$ cat src/rtl/edge_latency_pkg.sv
// Shared types and helpers for the edge latency meter.
// Defines the per-channel edge mode and FSM state encodings.
package edge_latency_pkg;

    typedef enum logic [1:0] {
        MODE_RISE = 2'b00,
        MODE_FALL = 2'b01,
        MODE_ANY  = 2'b10,
        MODE_RSVD = 2'b11
    } edge_mode_t;

    typedef enum logic [1:0] {
        S_IDLE  = 2'b00,
        S_ARMED = 2'b01,
        S_DONE  = 2'b10
    } ch_state_t;

    // Decide whether the detected rise/fall qualifies under the latched mode.
    // The reserved encoding behaves like "any edge".
    function automatic logic edgeHit(edge_mode_t mode, logic riseHit, logic fallHit);
        case (mode)
            MODE_RISE: return riseHit;
            MODE_FALL: return fallHit;
            default:   return riseHit | fallHit;
        endcase
    endfunction

endpackage

$ cat src/rtl/edge_latency_ch.sv
// One channel of the edge latency meter.
// Arms on a kick, counts cycles until a qualifying edge or a timeout,
// then holds the result until acknowledged.
module edge_latency_ch
    import edge_latency_pkg::*;
#(
    parameter int CNT_W = 16
) (
    input  logic             clk,
    input  logic             rst,
    input  logic             sig_i,
    input  logic             kick_i,
    input  logic [1:0]       mode_i,
    input  logic             ack_i,
    output logic             valid_o,
    output logic             ovf_o,
    output logic             busy_o,
    output logic [CNT_W-1:0] meas_o
);

    localparam logic [CNT_W-1:0] CNT_MAX = '1;

    ch_state_t        state_q, state_d;
    edge_mode_t       mode_q, mode_d;
    logic [CNT_W-1:0] cnt_q, cnt_d;
    logic [CNT_W-1:0] meas_q, meas_d;
    logic             ovf_q, ovf_d;
    logic             sig_q;

    logic             riseHit;
    logic             fallHit;
    logic             edgeSeen;
    logic [CNT_W-1:0] cntInc;

    // Edge detection against the previous sample, plus next-state decoding.
    // A count that would reach all ones is reported as a timeout even if an
    // edge shows up in that same cycle, so all ones never means a real delay.
    always_comb begin
        state_d  = state_q;
        mode_d   = mode_q;
        cnt_d    = cnt_q;
        meas_d   = meas_q;
        ovf_d    = ovf_q;
        riseHit  = sig_i & ~sig_q;
        fallHit  = ~sig_i & sig_q;
        edgeSeen = edgeHit(mode_q, riseHit, fallHit);
        cntInc   = cnt_q + 1'b1;

        case (state_q)
            S_IDLE: begin
                if (kick_i) begin
                    state_d = S_ARMED;
                    cnt_d   = '0;
                    mode_d  = edge_mode_t'(mode_i);
                end
            end
            S_ARMED: begin
                if (kick_i) begin
                    cnt_d  = '0;
                    mode_d = edge_mode_t'(mode_i);
                end else if (cntInc == CNT_MAX) begin
                    state_d = S_DONE;
                    meas_d  = CNT_MAX;
                    ovf_d   = 1'b1;
                end else if (edgeSeen) begin
                    state_d = S_DONE;
                    meas_d  = cntInc;
                    ovf_d   = 1'b0;
                end else begin
                    cnt_d = cntInc;
                end
            end
            S_DONE: begin
                if (ack_i) begin
                    if (kick_i) begin
                        state_d = S_ARMED;
                        cnt_d   = '0;
                        mode_d  = edge_mode_t'(mode_i);
                    end else begin
                        state_d = S_IDLE;
                    end
                end
            end
            default: begin
                state_d = S_IDLE;
            end
        endcase
    end

    // State, counter, result and signal-history registers.
    always_ff @(posedge clk or posedge rst) begin
        if (rst) begin
            state_q <= S_IDLE;
            mode_q  <= MODE_RISE;
            cnt_q   <= '0;
            meas_q  <= '0;
            ovf_q   <= 1'b0;
            sig_q   <= 1'b0;
        end else begin
            state_q <= state_d;
            mode_q  <= mode_d;
            cnt_q   <= cnt_d;
            meas_q  <= meas_d;
            ovf_q   <= ovf_d;
            sig_q   <= sig_i;
        end
    end

    assign valid_o = (state_q == S_DONE);
    assign busy_o  = (state_q == S_ARMED);
    assign ovf_o   = ovf_q;
    assign meas_o  = meas_q;

endmodule

$ cat src/rtl/edge_latency_meter.sv
// Multi-channel edge latency meter.
// Replicates one independent channel per monitored signal and packs the results.
module edge_latency_meter
    import edge_latency_pkg::*;
#(
    parameter int N_CH  = 2,
    parameter int CNT_W = 16
) (
    input  logic                  clk,
    input  logic                  rst,
    input  logic [N_CH-1:0]       sig_i,
    input  logic [N_CH-1:0]       kick_i,
    input  logic [2*N_CH-1:0]     mode_i,
    input  logic [N_CH-1:0]       ack_i,
    output logic [N_CH-1:0]       valid_o,
    output logic [N_CH-1:0]       ovf_o,
    output logic [N_CH-1:0]       busy_o,
    output logic [CNT_W*N_CH-1:0] meas_o
);

    for (genvar i = 0; i < N_CH; i++) begin : g_ch
        edge_latency_ch #(
            .CNT_W (CNT_W)
        ) u_ch (
            .clk     (clk),
            .rst     (rst),
            .sig_i   (sig_i[i]),
            .kick_i  (kick_i[i]),
            .mode_i  (mode_i[2*i +: 2]),
            .ack_i   (ack_i[i]),
            .valid_o (valid_o[i]),
            .ovf_o   (ovf_o[i]),
            .busy_o  (busy_o[i]),
            .meas_o  (meas_o[i*CNT_W +: CNT_W])
        );
    end

endmodule

$ cat config.mk
export PLATFORM = sky130hd
export DESIGN_NAME = edge_latency_meter
export DESIGN_NICKNAME = d
export VERILOG_FILES = /design/src/rtl/edge_latency_pkg.sv /design/src/rtl/edge_latency_ch.sv /design/src/rtl/edge_latency_meter.sv
export SDC_FILE = /design/constraint.sdc
export NUM_CORES = 1
export LEC_CHECK = 0
export BUFFER_PORTS_ARGS = -buffer_cell sky130_fd_sc_hd__buf_2
export CORE_MARGIN = 2
export CORE_UTILIZATION = 35
export DETAILED_ROUTE_END_ITERATION = 8
export GPL_TIMING_DRIVEN = 0
export HOLD_SLACK_MARGIN = 0.06
export PLACE_DENSITY = 0.5
export SLEW_MARGIN = 10
export SYNTH_ARGS = -nofsm -noshare
export SYNTH_HDL_FRONTEND = slang
export SYNTH_HIERARCHICAL = 1
export SYNTH_SLANG_ARGS = --single-unit
$ cat constraint.sdc
create_clock -name clk -period 3.5 [get_ports clk]
set_input_delay 0.35 -clock clk [delete_from_list [all_inputs] [get_ports clk]]
set_output_delay 0.35 -clock clk [all_outputs]
set_load 0.01 [all_outputs]
; ---- Word-level counts from Yosys, hierarchy flattened
; Cells that the tools add are included.
[totals]
out_inout_bits = 38
wordCells = 108
in_bits = 12
ff_bits = 76
[op_classes]
eq_ne = 20
n_addsub = 2
n_reduce_logical = 20
muxes = 42
bitwise_logic = 12
[ops]
columns = cell, count
row1 = $mux W16, 14
row2 = $pmux W16 S3, 2
row3 = $add A16 B1 Y16 const B, 2
row4 = $eq A16 B16 Y1 const B, 2
row5 = $mux W2, 14
row6 = $ne A3 B3 Y1 const B, 6
row7 = $reduce_and A4 Y1, 4
row8 = $ne A2 B2 Y1 const B, 6
row9 = $pmux W2 S3, 2
row10 = $eq A2 B1 Y1 const B, 4
row11 = $logic_not A2 Y1, 4
row12 = $pmux W2 S2, 2
row13 = $reduce_bool A2 Y1, 4
row14 = $mux W1, 6
row15 = $not A1 Y1, 6
row16 = $reduce_and A3 Y1, 2
row17 = $reduce_bool A3 Y1, 2
row18 = $and A1 B1 Y1, 4
row19 = $eq A2 B2 Y1 const B, 2
row20 = $pmux W1 S2, 2
row21 = $reduce_and A2 Y1, 2
row22 = $reduce_or A2 Y1, 2
row23 = $or A1 B1 Y1, 2

; ---- Longest topological paths before layout
[logic_depth]
depth_word = 8
ltp_mapped = 10
ltp_nobuf = 10

; ---- Modules after synthesis
; The synthesis kept the hierarchy.
[by_module_without_submodules]
columns = module, seq_area_each_um2, instances, cells_each, area_each_um2
row1 = edge_latency_ch at g_ch[1].u_ch, 950.9, 1, 233, 2133.3
row2 = edge_latency_ch at g_ch[0].u_ch, 950.9, 1, 207, 2080.7

; ---- Worst setup path before layout
; Ideal clock, no wire load.
[synth_timing]
kind = register -> register
start = register g_ch[1].u_ch.cnt_q[0]
end = register g_ch[1].u_ch.meas_q[10]
slack_ps = 862
setup_ps = 125
path_stages_with_launch = 10
n_path_buf = 1
arrival_ps = 2513
required_ps = 3375
period_less_slack_ps = 2638
path_cell_list = dfrtp_1 > ha_1 > clkbuf_2 > xnor2_1 > or4_1 > a211oi_1 > o211a_1 > nand3_1 > nand2_1 > mux2_2
[synth_via]
elab_chain_cells = 4
elab_cells_between_ends = 6
cone_classes = 1 x add/sub / 1 x eq/ne / 2 x mux / 2 x reduce/logical
[synth_lines]
columns = item, line_no
row1 = from (decl), edge_latency_ch.sv:25  ; logic [CNT_W-1:0] cnt_q, cnt_d;
row2 = from (signal assigned), edge_latency_ch.sv:102  ; cnt_q <= cnt_d;
row3 = $add A16 B1 Y16 (*), edge_latency_ch.sv:47  ; cntInc = cnt_q + 1'b1;
row4 = $eq A16 B16 Y1, edge_latency_ch.sv:61  ; end else if (cntInc == CNT_MAX) begin
row5 = $reduce_bool A2 Y1 (no source line), -
row6 = $reduce_and A3 Y1 (no source line), -
row7 = to (signal assigned), edge_latency_ch.sv:103  ; meas_q <= meas_d;
row8 = to (decl), edge_latency_ch.sv:26  ; logic [CNT_W-1:0] meas_q, meas_d;
; Every way passes the cells marked *; elsewhere a longest branch is shown, timed or not. The select of a mux whose other input is x is not followed.
; A chain may end at the register's enable or synchronous reset.

; ---- Final worst setup path
[layout_timing]
start = register g_ch[1].u_ch.cnt_q[0]
end = register g_ch[1].u_ch.meas_q[12]
; Same word-level chain as after synthesis.

==> results.txt <==
final wirelength = 10600 um
mux cell area share after synthesis = 5.40%
Max Clock Freq = 321 MHz
VDD IR-drop max = 0.000290 V
Post-CTS Resized = 0
most common cell after layout, fill and taps aside = dfrtp_1
routed length per instance = 16.2 um
Fin Clk Skew = 0.00683 ns
Yosys cell types = 61
Chip Width = 114 um
yosys warns = 6
RePlAce Congestion = 0.860
CTS max path bufs = 2
Core Box Area = 0.0119 mm^2
worst slew pin tran = 0.789 ns
Critical-path top delay cell = or4_1
worst-skew pair later-pin latency = 0.34 ns
Routed Antenna Nets = 0
Leak = 0.00237 uW
startpoint class of the critical path = flip-flop
total CTS buffers = 9
Reg power frac = 40.5%
main combinational cell family by area after synthesis = simple AND/OR/NAND/NOR gates
#FFs+latches synth = 76
total track usage = 17.6%
Max stage delay on crit path = 0.48 ns
compound-cell area share of the yosys netlist = 16.9%
DRT iter0 DRCs = 191
DRC errors left = 0
Internal Power = 1920 uW
# diodes = 0
Cells after Synth = 440
crit share post-route = 89.0%
XOR/XNOR Fraction of Synth Area = 4.57%
Synth-to-Final Area Change = 18.7%
Sink Count = 76
Hold Violations, Final = 0
# port buffers = 49
crit path kind = flip-flop to flip-flop
DR vias/cell = 5.33
vias in the first global route = 3350
most frequent cells in the layout = 76 x dfrtp_1, 59 x nand2_1, 56 x buf_2
first-pass GRT wire length = 17700 um
Synth async-reset ratio = 100%
Syn Nets = 460
Synth Cell Area = 0.00421 mm^2
Design Area, Final = 0.00500 mm^2
Logic pwr share = 26.1%
unrepaired setup endpoints after global routing = no
grt ovf = 0
Vias = 3491
CTS tree = yes
Setup-failing EPs final = 0
H-tree level count = 3
Cell Rows = 40
critical path cell sequence = ha_1 > clkbuf_2 > xnor2_1 > or4_1 > a211oi_1 > o211a_1 > nand3_1 > nand2_1 > mux2_2
NetSw = 895 uW
area of the multi-input gates = 0.00214 mm^2
mean post-synth cell area = 9.58 um^2
DIE HEIGHT = 114 um
run status = finished clean
Crit Path Max Fanout = 8
Slew Limit Fails = 0
setup TNS = 0 ns
number of enable flip-flop cells after synthesis = 0
register area share after synthesis = 45.1%
num ports = 50
Net Sw Frac = 31.8%
dpl hpwl = 7760 um
relative slew slack = 47.2%
minimum clock period = 3.11 ns
largest net degree at the start of global routing = 39
Die Area = 0.0129 mm^2
PwrDens = 562 mW/mm^2
critical path required time = 3.72 ns
power share of the clock group = 33.4%
sequential cell area = 0.00190 mm^2
Fill cells = 1165
layout cells sized above 1 = 19.7%
Top FF cell, synth = dfrtp_1
clock-pin transition on the worst setup and hold timing paths = 0.06 ns
Nets = 523
maxcap violations = 0
Synth Area in Simple Gates = 21.5%
Hold Crit Class = input port to flip-flop
first drt pass iteration count = 4
Post-DP Area = 0.00469 mm^2
Initial Utilization = 35.5%
root buffer cell = clkbuf_16
CP Capture Type = flip-flop
initial antenna violation count = 0
Worst Path Arrival = 3.34 ns
adder-cell share of the synthesized area = 2.38%
-- stage by stage --
step	hold slack (ns)	power [uW]	setup slack [ns]	utilization [%]	cells
CTS	0.125	2860	0.376	42.2	655
floorplan	0.381	1600	0.862	-	440
finish	0.142	2810	0.385	42.2	655
global route	0.126	2980	0.194	42.2	655
global placement	0.458	1890	0.408	39.1	636
detailed placement	0.405	1900	0.394	39.5	638
-- cells by family after synthesis --
kind of cell / after synthesis
AO/OA/AOI/OAI: 99
XOR/XNOR: 22
adder cells (fa/ha/maj): 8
buffers and inverters: 40
flip-flops: 76
multiplexers: 21
AND/OR/NAND/NOR: 174
-- cell usage after synthesis (6+ instances only) --
master | instances | area [um^2]
o21ai_0 | 24 | 120
nand4_1 | 6 | 37.5
mux2_2 | 10 | 113
nor2_1 | 26 | 97.6
o22a_1 | 6 | 52.6
inv_1 | 16 | 60.1
xnor2_1 | 12 | 105
mux2i_1 | 7 | 70.1
o31ai_1 | 6 | 45.0
dfrtp_1 | 76 | 1900
nand2_1 | 59 | 221
nand3_1 | 18 | 90.1
and3_1 | 11 | 68.8
a21oi_1 | 12 | 60.1
ha_1 | 8 | 100
buf_2 | 7 | 35.0
nor3_1 | 9 | 45.0
clkbuf_1 | 12 | 45.0
xor2_1 | 10 | 87.6
o211ai_1 | 6 | 45.0
a21o_1 | 6 | 45.0
nor2b_1 | 7 | 43.8
-- power by group through the flow --
stage               combinational [uW]  clock [uW]  sequential [uW]
floorplan                          396           0             1210
global route                       810        1010             1160
finish                             734         939             1140
global placement                   733           0             1150
CTS                                745         976             1140
detailed placement                 742           0             1160
-- worst paths after layout --
kind / start / end / cells after the start / slack [ns]
setup / recovery: g_ch[1].u_ch/cnt_q[0] / g_ch[1].u_ch/meas_o[12] / 9 / 0.39
hold / removal: sig_i[0] / g_ch[0].u_ch/sig_q / 1 / 0.14
setup reg to reg: g_ch[1].u_ch/cnt_q[0] / g_ch[1].u_ch/meas_o[12] / 9 / 0.39
hold reg to reg: g_ch[0].u_ch/ovf_o / g_ch[0].u_ch/ovf_o / 2 / 0.47
max in group asynchronous: rst / g_ch[1].u_ch/cnt_q[14] / 4 / 2.47
min in group asynchronous: rst / g_ch[1].u_ch/meas_o[4] / 3 / 0.58
-- critical path: cells and delay by family (launching register included) --
kind,cells,cell delay [ns]
AOI/OAI and AO/OA,2,0.62
xor gates and xnor gates,1,0.17
adders and majority gates,1,0.23
buffers and inverters,1,0.17
DFF,1,0.46
muxes,1,0.37
and+or+nand+nor,3,0.97
-- routing by layer --
layer / GRT usage [%] / vias up / routed length [um]
met1: 21.8 / 1712 / 4720
met5: 0 / - / 0
li1: - / 1719 / -
met3: 4.78 / 10 / 309
met4: 6.02 / 0 / 122
met2: 29.7 / 50 / 5440
-- cell type report --
cell class / count / share of cell area [%]
multi-input combinational: 324 / 42.7
sequential: 76 / 38.0
timing repair buffer: 52 / 6.05
clock buffer: 11 / 4.85
tap: 147 / 3.68
buffer: 24 / 2.33
clock inverter: 5 / 1.20
inverter: 16 / 1.20
-- timing repair --
action                     CTS  global route
buffers inserted             0             0
setup endpoints to repair    0             0
hold endpoints to repair    56             0
hold buffers                 1             0
-- sequential cells by signal, indices dropped and copies added, names as in the netlist --
name               flops
g_ch.u_ch/state_q      4
g_ch.u_ch/sig_q        2
g_ch.u_ch/mode_q       4
g_ch.u_ch/cnt_q       32
g_ch.u_ch/meas_o      32
g_ch.u_ch/ovf_o        2
(Power assumes the default switching activity.)
